===== src/rtl/imem_loader_pkg.sv =====
// Shared types and constants for the instruction-memory program loader.
package imem_loader_pkg;

  typedef enum logic [2:0] {
    IDLE,
    LEN_LO,
    LEN_HI,
    DATA,
    WRITE,
    CHECK,
    DONE,
    ERROR
  } state_e;

  localparam int LEN_BYTES  = 2;
  localparam int WORD_BYTES = 4;

  typedef logic [15:0] length_t;

endpackage


===== src/rtl/imem_word_assembler.sv =====
// Collects four stream bytes into one little-endian 32-bit instruction word.
module imem_word_assembler
  import imem_loader_pkg::*;
(
  input  logic        clk_i,
  input  logic        rst_ni,
  input  logic        clr_i,
  input  logic        byte_vld_i,
  input  logic [7:0]  byte_i,
  output logic [31:0] word_o,
  output logic        word_full_o
);

  logic [1:0]  cnt_q, cnt_d;
  logic [31:0] word_q, word_d;

  // Shifting in from the top leaves the first byte of a word in bits [7:0].
  always_comb begin
    cnt_d  = cnt_q;
    word_d = word_q;
    if (clr_i) begin
      cnt_d  = '0;
      word_d = '0;
    end else if (byte_vld_i) begin
      cnt_d  = cnt_q + 2'd1;
      word_d = {byte_i, word_q[31:8]};
    end
  end

  always_ff @(posedge clk_i or negedge rst_ni) begin
    if (!rst_ni) begin
      cnt_q  <= '0;
      word_q <= '0;
    end else begin
      cnt_q  <= cnt_d;
      word_q <= word_d;
    end
  end

  assign word_o      = word_q;
  assign word_full_o = byte_vld_i && (cnt_q == 2'(WORD_BYTES - 1));

endmodule


===== src/rtl/imem_program_loader.sv =====
// Boot loader: streams a length-prefixed program into instruction memory, then
// releases the processor. Define IMEM_LOADER_CHECKSUM_EN to add the XOR trailer check.
module imem_program_loader
  import imem_loader_pkg::*;
#(
  parameter int ADDR_W    = 8,
  parameter int MAX_WORDS = 256
) (
  input  logic              Clk,
  input  logic              Reset_n,
  input  logic              Start,
  input  logic [7:0]        Rx_Data,
  input  logic              Rx_Valid,
  output logic              Rx_Ready,
  output logic              Imem_We,
  output logic [ADDR_W-1:0] Imem_Addr,
  output logic [31:0]       Imem_WData,
  output logic              Proc_Reset,
  output logic              Done,
  output logic              Error
);

  localparam length_t MAX_LEN = length_t'(MAX_WORDS);

  state_e            state_q, state_d;
  logic [7:0]        len_lo_q, len_lo_d;
  length_t           left_q, left_d;
  logic [ADDR_W-1:0] addr_q, addr_d;

  logic    accept;
  logic    start_ok;
  logic    word_full;
  length_t len_rx;

  assign Rx_Ready = (state_q == LEN_LO) || (state_q == LEN_HI) ||
                    (state_q == DATA)   || (state_q == CHECK);
  assign accept   = Rx_Valid && Rx_Ready;
  assign start_ok = Start && ((state_q == IDLE) || (state_q == DONE) || (state_q == ERROR));
  assign len_rx   = {Rx_Data, len_lo_q};

  imem_word_assembler u_asm (
    .clk_i      (Clk),
    .rst_ni     (Reset_n),
    .clr_i      (start_ok),
    .byte_vld_i (accept && (state_q == DATA)),
    .byte_i     (Rx_Data),
    .word_o     (Imem_WData),
    .word_full_o(word_full)
  );

`ifdef IMEM_LOADER_CHECKSUM_EN
  logic [7:0] csum_q, csum_d;

  // Only payload bytes contribute; the length prefix is excluded.
  always_comb begin
    csum_d = csum_q;
    if (start_ok) begin
      csum_d = '0;
    end else if (accept && (state_q == DATA)) begin
      csum_d = csum_q ^ Rx_Data;
    end
  end

  always_ff @(posedge Clk or negedge Reset_n) begin
    if (!Reset_n) begin
      csum_q <= '0;
    end else begin
      csum_q <= csum_d;
    end
  end
`endif

  always_comb begin
    state_d  = state_q;
    len_lo_d = len_lo_q;
    left_d   = left_q;
    addr_d   = addr_q;
    case (state_q)
      IDLE, DONE, ERROR: begin
        if (Start) begin
          state_d = LEN_LO;
          addr_d  = '0;
        end
      end
      LEN_LO: begin
        if (accept) begin
          len_lo_d = Rx_Data;
          state_d  = LEN_HI;
        end
      end
      LEN_HI: begin
        if (accept) begin
          left_d = len_rx;
          if (len_rx > MAX_LEN) begin
            state_d = ERROR;
          end else if (len_rx == '0) begin
`ifdef IMEM_LOADER_CHECKSUM_EN
            state_d = CHECK;
`else
            state_d = DONE;
`endif
          end else begin
            state_d = DATA;
          end
        end
      end
      DATA: begin
        if (word_full) begin
          state_d = WRITE;
        end
      end
      WRITE: begin
        addr_d = addr_q + ADDR_W'(1);
        left_d = left_q - 16'd1;
        if (left_q != 16'd1) begin
          state_d = DATA;
        end else begin
`ifdef IMEM_LOADER_CHECKSUM_EN
          state_d = CHECK;
`else
          state_d = DONE;
`endif
        end
      end
`ifdef IMEM_LOADER_CHECKSUM_EN
      CHECK: begin
        if (accept) begin
          if (Rx_Data == csum_q) begin
            state_d = DONE;
          end else begin
            state_d = ERROR;
          end
        end
      end
`endif
      default: state_d = IDLE;
    endcase
  end

  always_ff @(posedge Clk or negedge Reset_n) begin
    if (!Reset_n) begin
      state_q  <= IDLE;
      len_lo_q <= '0;
      left_q   <= '0;
      addr_q   <= '0;
    end else begin
      state_q  <= state_d;
      len_lo_q <= len_lo_d;
      left_q   <= left_d;
      addr_q   <= addr_d;
    end
  end

  assign Imem_We    = (state_q == WRITE);
  assign Imem_Addr  = addr_q;
  assign Proc_Reset = (state_q != DONE);
  assign Done       = (state_q == DONE);
  assign Error      = (state_q == ERROR);

endmodule


===== config.mk =====
export PLATFORM = sky130hd
export DESIGN_NAME = imem_program_loader
export DESIGN_NICKNAME = d
export VERILOG_FILES = /design/src/rtl/imem_loader_pkg.sv /design/src/rtl/imem_word_assembler.sv /design/src/rtl/imem_program_loader.sv
export SDC_FILE = /design/constraint.sdc
export NUM_CORES = 1
export LEC_CHECK = 0
export ABC_AREA = 0
export ABC_CLOCK_PERIOD_IN_PS = 6150
export BUFFER_PORTS_ARGS = -buffer_cell sky130_fd_sc_hd__buf_2
export CAP_MARGIN = 20
export CORE_UTILIZATION = 56
export CTS_CLUSTER_SIZE = 30
export DETAILED_ROUTE_END_ITERATION = 8
export MAX_ROUTING_LAYER = met4
export PLACE_DENSITY = 0.79
export RECOVER_POWER = 100
export SLEW_MARGIN = 15
export SYNTH_ARGS = -nofsm -noshare
export SYNTH_HDL_FRONTEND = slang
export SYNTH_HIERARCHICAL = 1
export SYNTH_SLANG_ARGS = --single-unit

===== constraint.sdc =====
create_clock -name Clk -period 6.15 [get_ports Clk]
set_clock_uncertainty 0.2 [all_clocks]
set_input_delay 0.9225 -clock Clk [delete_from_list [all_inputs] [get_ports Clk]]
set_output_delay 0.9225 -clock Clk [all_outputs]
set_load 0.02 [all_outputs]

After elaboration in Yosys (flattened, before gate mapping)
Index checks and enable logic that the tools add are counted.
- input port bits: 12
- register bits: 69
- logic and storage cells: 59
- $lt $le $gt $ge: 1
- $add $sub $neg: 3
- reduce and logical (&&, ||, !) cells: 19
- muxes and demuxes: 16
- equal/unequal tests: 14
- operators by type and width (kind ; number):
    2-to-1 mux 32 bit ; 2
    one-hot mux 16 bit (2 select lines) ; 1
    2-to-1 mux 3 bit ; 7
    greater-than comparator 16 x 9 -> 1 bit (second input constant) ; 1
    logical NOT 16 bit ; 1
    2-to-1 mux 16 bit ; 1
    != test 16 x 1 -> 1 bit (second input constant) ; 1
    one-hot mux 8 bit (2 select lines) ; 1
    subtractor 16 x 1 -> 16 bit (second input constant) ; 1
    one-hot mux 3 bit (5 select lines) ; 1
    == test 3 bit (second input constant) ; 4
    adder 8 x 1 -> 8 bit (second input constant) ; 1
    2-to-1 mux 8 bit ; 1
    == test 3 x 2 -> 1 bit (second input constant) ; 2
    != test 2 bit (second input constant) ; 3
    AND reduction 2 bit ; 3
    nonzero test 2 bit ; 3
    logical OR 1 bit ; 5
    logical AND 1 bit ; 4
    2-to-1 mux 2 bit ; 2
    AND reduction 4 bit ; 1
    == test 3 x 1 -> 1 bit (second input constant) ; 1
    logical NOT 3 bit ; 1
    != test 3 bit (second input constant) ; 1
    other kinds (4) ; 4

Longest topological paths before layout
- depth in word-level cells: 9
- mapped depth: 10
- depth with buffers taken out: 7

Modules after synthesis
The synthesis kept the hierarchy.
- modules (own cells, without submodules) (module ; cells an instance ; area each (um^2) ; times used):
    imem_program_loader ; 221 ; 2028.2 ; 1
    imem_word_assembler ; 112 ; 1427.6 ; 1

Least setup slack after synthesis
Ideal clock, no wire load.
- path type: reg2out
- start: register state_q[1]
- end: output Imem_We
- path buffers: 3
- arrival: 1315 ps
- cell stages (with the launch flop): 6
- slack: 3713 ps
- cell sequence: dfrtp_1 buf_2 or3b_1 buf_4 inv_6 buf_2
- cells in the longest elaborated chain, start to end: 1
- RTL lines (element ; RTL line ; text):
    from (decl) ; imem_program_loader.sv:25 ; state_e state_q, state_d;
    from (signal assigned) ; imem_program_loader.sv:147 ; state_q <= state_d;
    == test 3 bit ; imem_program_loader.sv:154 ; assign Imem_We = (state_q == WRITE);
    to (decl) ; imem_program_loader.sv:15 ; output logic Imem_We,
No other way between the ends.

Worst setup path in the final report
- start: register state_q[1]
- end: register state_q[0]
- cells in the longest elaborated chain, start to end: 9
- elaborated cells between the ends (all ways): 21
- classes of those cells: eq/ne (11); mux (1); reduce/logical (9)
- RTL lines (element ; RTL line ; text):
    == test 3 x 1 -> 1 bit / == test 3 x 2 -> 1 bit (equally long branches) ; imem_program_loader.sv:35 ; assign Rx_Ready = (state_q == LEN_LO) || (state_q == LEN_HI) ||
    logical OR 1 bit (2 in a row) ; imem_program_loader.sv:35 ;
    logical OR 1 bit ; imem_program_loader.sv:36 ; (state_q == DATA) || (state_q == CHECK);
    logical AND 1 bit ; imem_program_loader.sv:37 ; assign accept = Rx_Valid && Rx_Ready;
    logical AND 1 bit * ; imem_program_loader.sv:45 ; .byte_vld_i (accept && (state_q == DATA)),
    logical AND 1 bit * ; imem_word_assembler.sv:41 ; assign word_full_o = byte_vld_i && (cnt_q == 2'(WORD_BYTES - 1));
    net word_full ; imem_program_loader.sv:32 ; logic word_full;
    != test 2 x 1 -> 1 bit (no line) * ; - ;
    AND reduction 4 bit (no line) * ; - ;
Mark *: on every way through the listed nets, which the timed path passes. The rest lies on a longest branch.
A chain may end at the register's enable or synchronous reset.

==> impl_metrics.tcl <==
set metrics [dict create \
    place_hpwl_um 4970 \
    endpoint_kind "flip-flop" \
    root_buffer "clkbuf_8" \
    cpMaxStageDelayCell "clkbuf_1" \
    violations "max-capacitance violations, max-slew violations" \
    yosysSeqAreaShare_pct 50.0 \
    clkPwrFrac_pct 21.3 \
    crit_chain "nand2b_1 -> nor2_4 -> clkbuf_1 -> and2_0 -> nor2b_1 -> o21ai_0 -> o21a_1 -> o32ai_1" \
    synth_compound_area_share_pct 9.78 \
    vdd_drop_max_v 0.000290 \
    synth_seq_cells 69 \
    synth_top_area_cell "dfrtp_1" \
    tightest_slew_ns 2.39 \
    initial_core_util_pct 58.4 \
    grt_usage_pct 26.5 \
    fillers 484 \
    avgSynthCellArea_um2 10.4 \
    slew_viol_final 36 \
    grt_pass1_wl_um 12600 \
    final-hold-violation-count 0 \
    synth-simple-area-share_pct 20.5 \
    max-cap-violations 1 \
    synthXorXnorAreaFrac_pct 0.760 \
    antenna_found_initial 0 \
    core_area_mm2 0.00592 \
    seq_power_share_pct 41.9 \
    dieArea_mm2 0.00649 \
    worst_skew_pair.late_latency_ns 0.34 \
    swShare_pct 41.4 \
    fin_hold_ws_ns 0.293 \
    synth_edf_count 0 \
    synthCells 333 \
    synthAdderAreaFrac_pct 1.45 \
    hold_path.class "reg -> reg" \
    ant_nets 0 \
    numCtsBuffers 9 \
    slew_headroom_pct -59.6 \
    cts_tree "done" \
    synth_most_common_cell "dfrtp_1" \
    htree_levels 3 \
    synthFlopType "dfrtp_1" \
    switchingPower_w 0.000827 \
    diodes 0 \
    post-route-util_pct 65.3 \
    r2r-start "state_q[1]" \
    min_path_cells 1 \
    hold_end "Imem_Addr[7]" \
    r2r_cells 8 \
    vias 2725 \
    finalPower_w 0.00200 \
    synthMuxAreaShare_pct 12.5 \
    nets 400 \
    synth_area_leaders "dfrtp_1 (50%), mux2i_1 (9.8%), nor2_1 (5.3%)" \
    p_int_w 0.00117 \
    fin_crit_ns 3.84 \
    ys_types 53 \
    rr_endpoint "state_q[0]" \
    grt_pass1_vias 2630 \
    dr.pass1.iters 4 \
    ctsHoldBuffers 0 \
    syn-num-nets 349 \
    rsz0062_at_grt "no" \
    cp-startpoint "state_q[1]" \
    clk_pin_slew_ns 0.08 \
    timing.fmax_mhz 260 \
    cts_setup_buffers 0 \
    wl_per_cell_um 15.9 \
    fp-row-count 28 \
    setup_viol 0 \
    timing.setup.tns_ns 0 \
    synth_area_mm2 0.00346 \
    run_status "complete, but fails checks" \
    synth_top_family_by_area "simple AND/OR/NAND/NOR gates" \
    via_per_inst 5.87 \
    p_leak_nw 1.65 \
    path_max_fanout 35 \
    synth_commonest_cells "dfrtp_1 (69), nor2_1 (49), mux2i_1 (34), nand2_1 (26), nand3_1 (12)" \
    io_pins 57 \
    cp.arrival_ns 3.85 \
    first_iter_violations 149 \
    reg2reg_slack_ns 2.31 \
    die_w_um 80.6 \
    worstHoldStart "Imem_Addr[7]" \
    grt_max_degree 70 \
    syn_to_final_growth_pct 11.9 \
    ys_async_sr_fraction_pct 100 \
    timing.final.crit_share_pct 62.4 \
    critical_path_required_ns 6.16 \
    fp.dieH_um 80.6 \
    cts.sinks 69 \
    cp-start-kind "flip-flop" \
    drive_above_1_share_pct 12.1 \
    port_buffers 56 \
    cts-resized-gates 0 \
    power_density_mw_per_mm2 516 \
    drcViolationCount 0 \
    overflow 0 \
    wl_um 7400 \
    power_frac_comb_pct 36.8 \
    yosys_warnings 6 \
    cts_buffer_depth 2 \
    place_congestion 0.895 \
    synth_top_area_share_pct 50.0 \
    path_class "reg -> reg" \
    max_stage_delay_ns 1.71 \
]
-- sequential cells by signal, summed over array words and instances (netlist names) --
name          count
left_q           16
u_asm/word_o     32
Imem_Addr         8
len_lo_q          8
u_asm/cnt_q       2
state_q           3
-- critical path: cells and delay by family (launching register included) --
kind / cells / cell delay (ns)
AND/OR/NAND/NOR: 4 / 0.80
buffers and inverters: 1 / 1.71
flip-flops: 1 / 0.64
AO/OA/AOI/OAI: 3 / 0.36
-- power groups by stage --
stage	registers, W	clock network, W	logic, W
after detailed placement	0.000839	0	0.000760
final	0.000836	0.000426	0.000734
after global routing	0.000872	0.000449	0.000814
after floorplan	0.000865	0	0.000526
after CTS	0.000832	0.000430	0.000763
after global placement	0.000831	0	0.000734
-- worst max-delay path by stage --
stage,endpoint
finish,state_q[0]
global route,state_q[0]
CTS,Imem_We
detailed placement,Imem_We
global placement,Imem_We
floorplan,Imem_We
-- cell type report --
| type | count | area (µm²) | share of cell area (%) |
|---|---|---|---|
| well taps | 75 | 93.8 | 2.43 |
| clock buffers | 11 | 151 | 3.91 |
| multi-input cells | 238 | 1540 | 39.9 |
| clock inverters | 5 | 81.3 | 2.10 |
| flip-flops and latches | 69 | 1730 | 44.6 |
| repair buffers | 59 | 243 | 6.28 |
| inverters | 7 | 27.5 | 0.712 |
-- layout by cell type, fill, tap and decap left out, types with 4 or more instances in the layout --
master	synthesis	routed
dfrtp_1	69	69
nor2_1	49	48
clkbuf_1	9	46
mux2i_1	34	34
nand2_1	26	26
nand3_1	12	13
o21ai_0	11	12
a21oi_1	11	11
clkbuf_8	0	11
buf_2	4	11
nor3_1	7	8
nor4_1	8	8
o211ai_1	8	8
mux2_2	8	7
inv_1	6	6
nor2b_1	4	4
nand2b_1	4	4
nand4_1	4	4
ha_1	4	4
-- metal layers --
metal | vias up | global-route usage, % | part of all wire (%)
li1 | 1301 | - | -
met1 | 1333 | 35.3 | 47
met2 | 72 | 39.3 | 46
met3 | 19 | 5.11 | 4.5
met4 | 0 | 12.3 | 2.6
met5 | - | - | 0
-- cell families after synthesis --
logic type      after synthesis
fa+ha+maj                     4
flops                        69
simple gates                139
xor+xnor                      3
mux                          42
buf+inv                      26
compound gates               50
-- through the flow --
| step | cell area (µm²) | std cells | setup slack [ns] |
|---|---|---|---|
| after global routing | 3870 | 464 | 1.96 |
| after CTS | 3950 | 464 | 2.92 |
| final | 3870 | 464 | 2.31 |
| after detailed placement | 3720 | 448 | 3.30 |
| after global placement | 3720 | 448 | 3.34 |
| after floorplan | 3460 | 333 | 3.71 |
No activity file was read; power rests on OpenSTA's default activity.
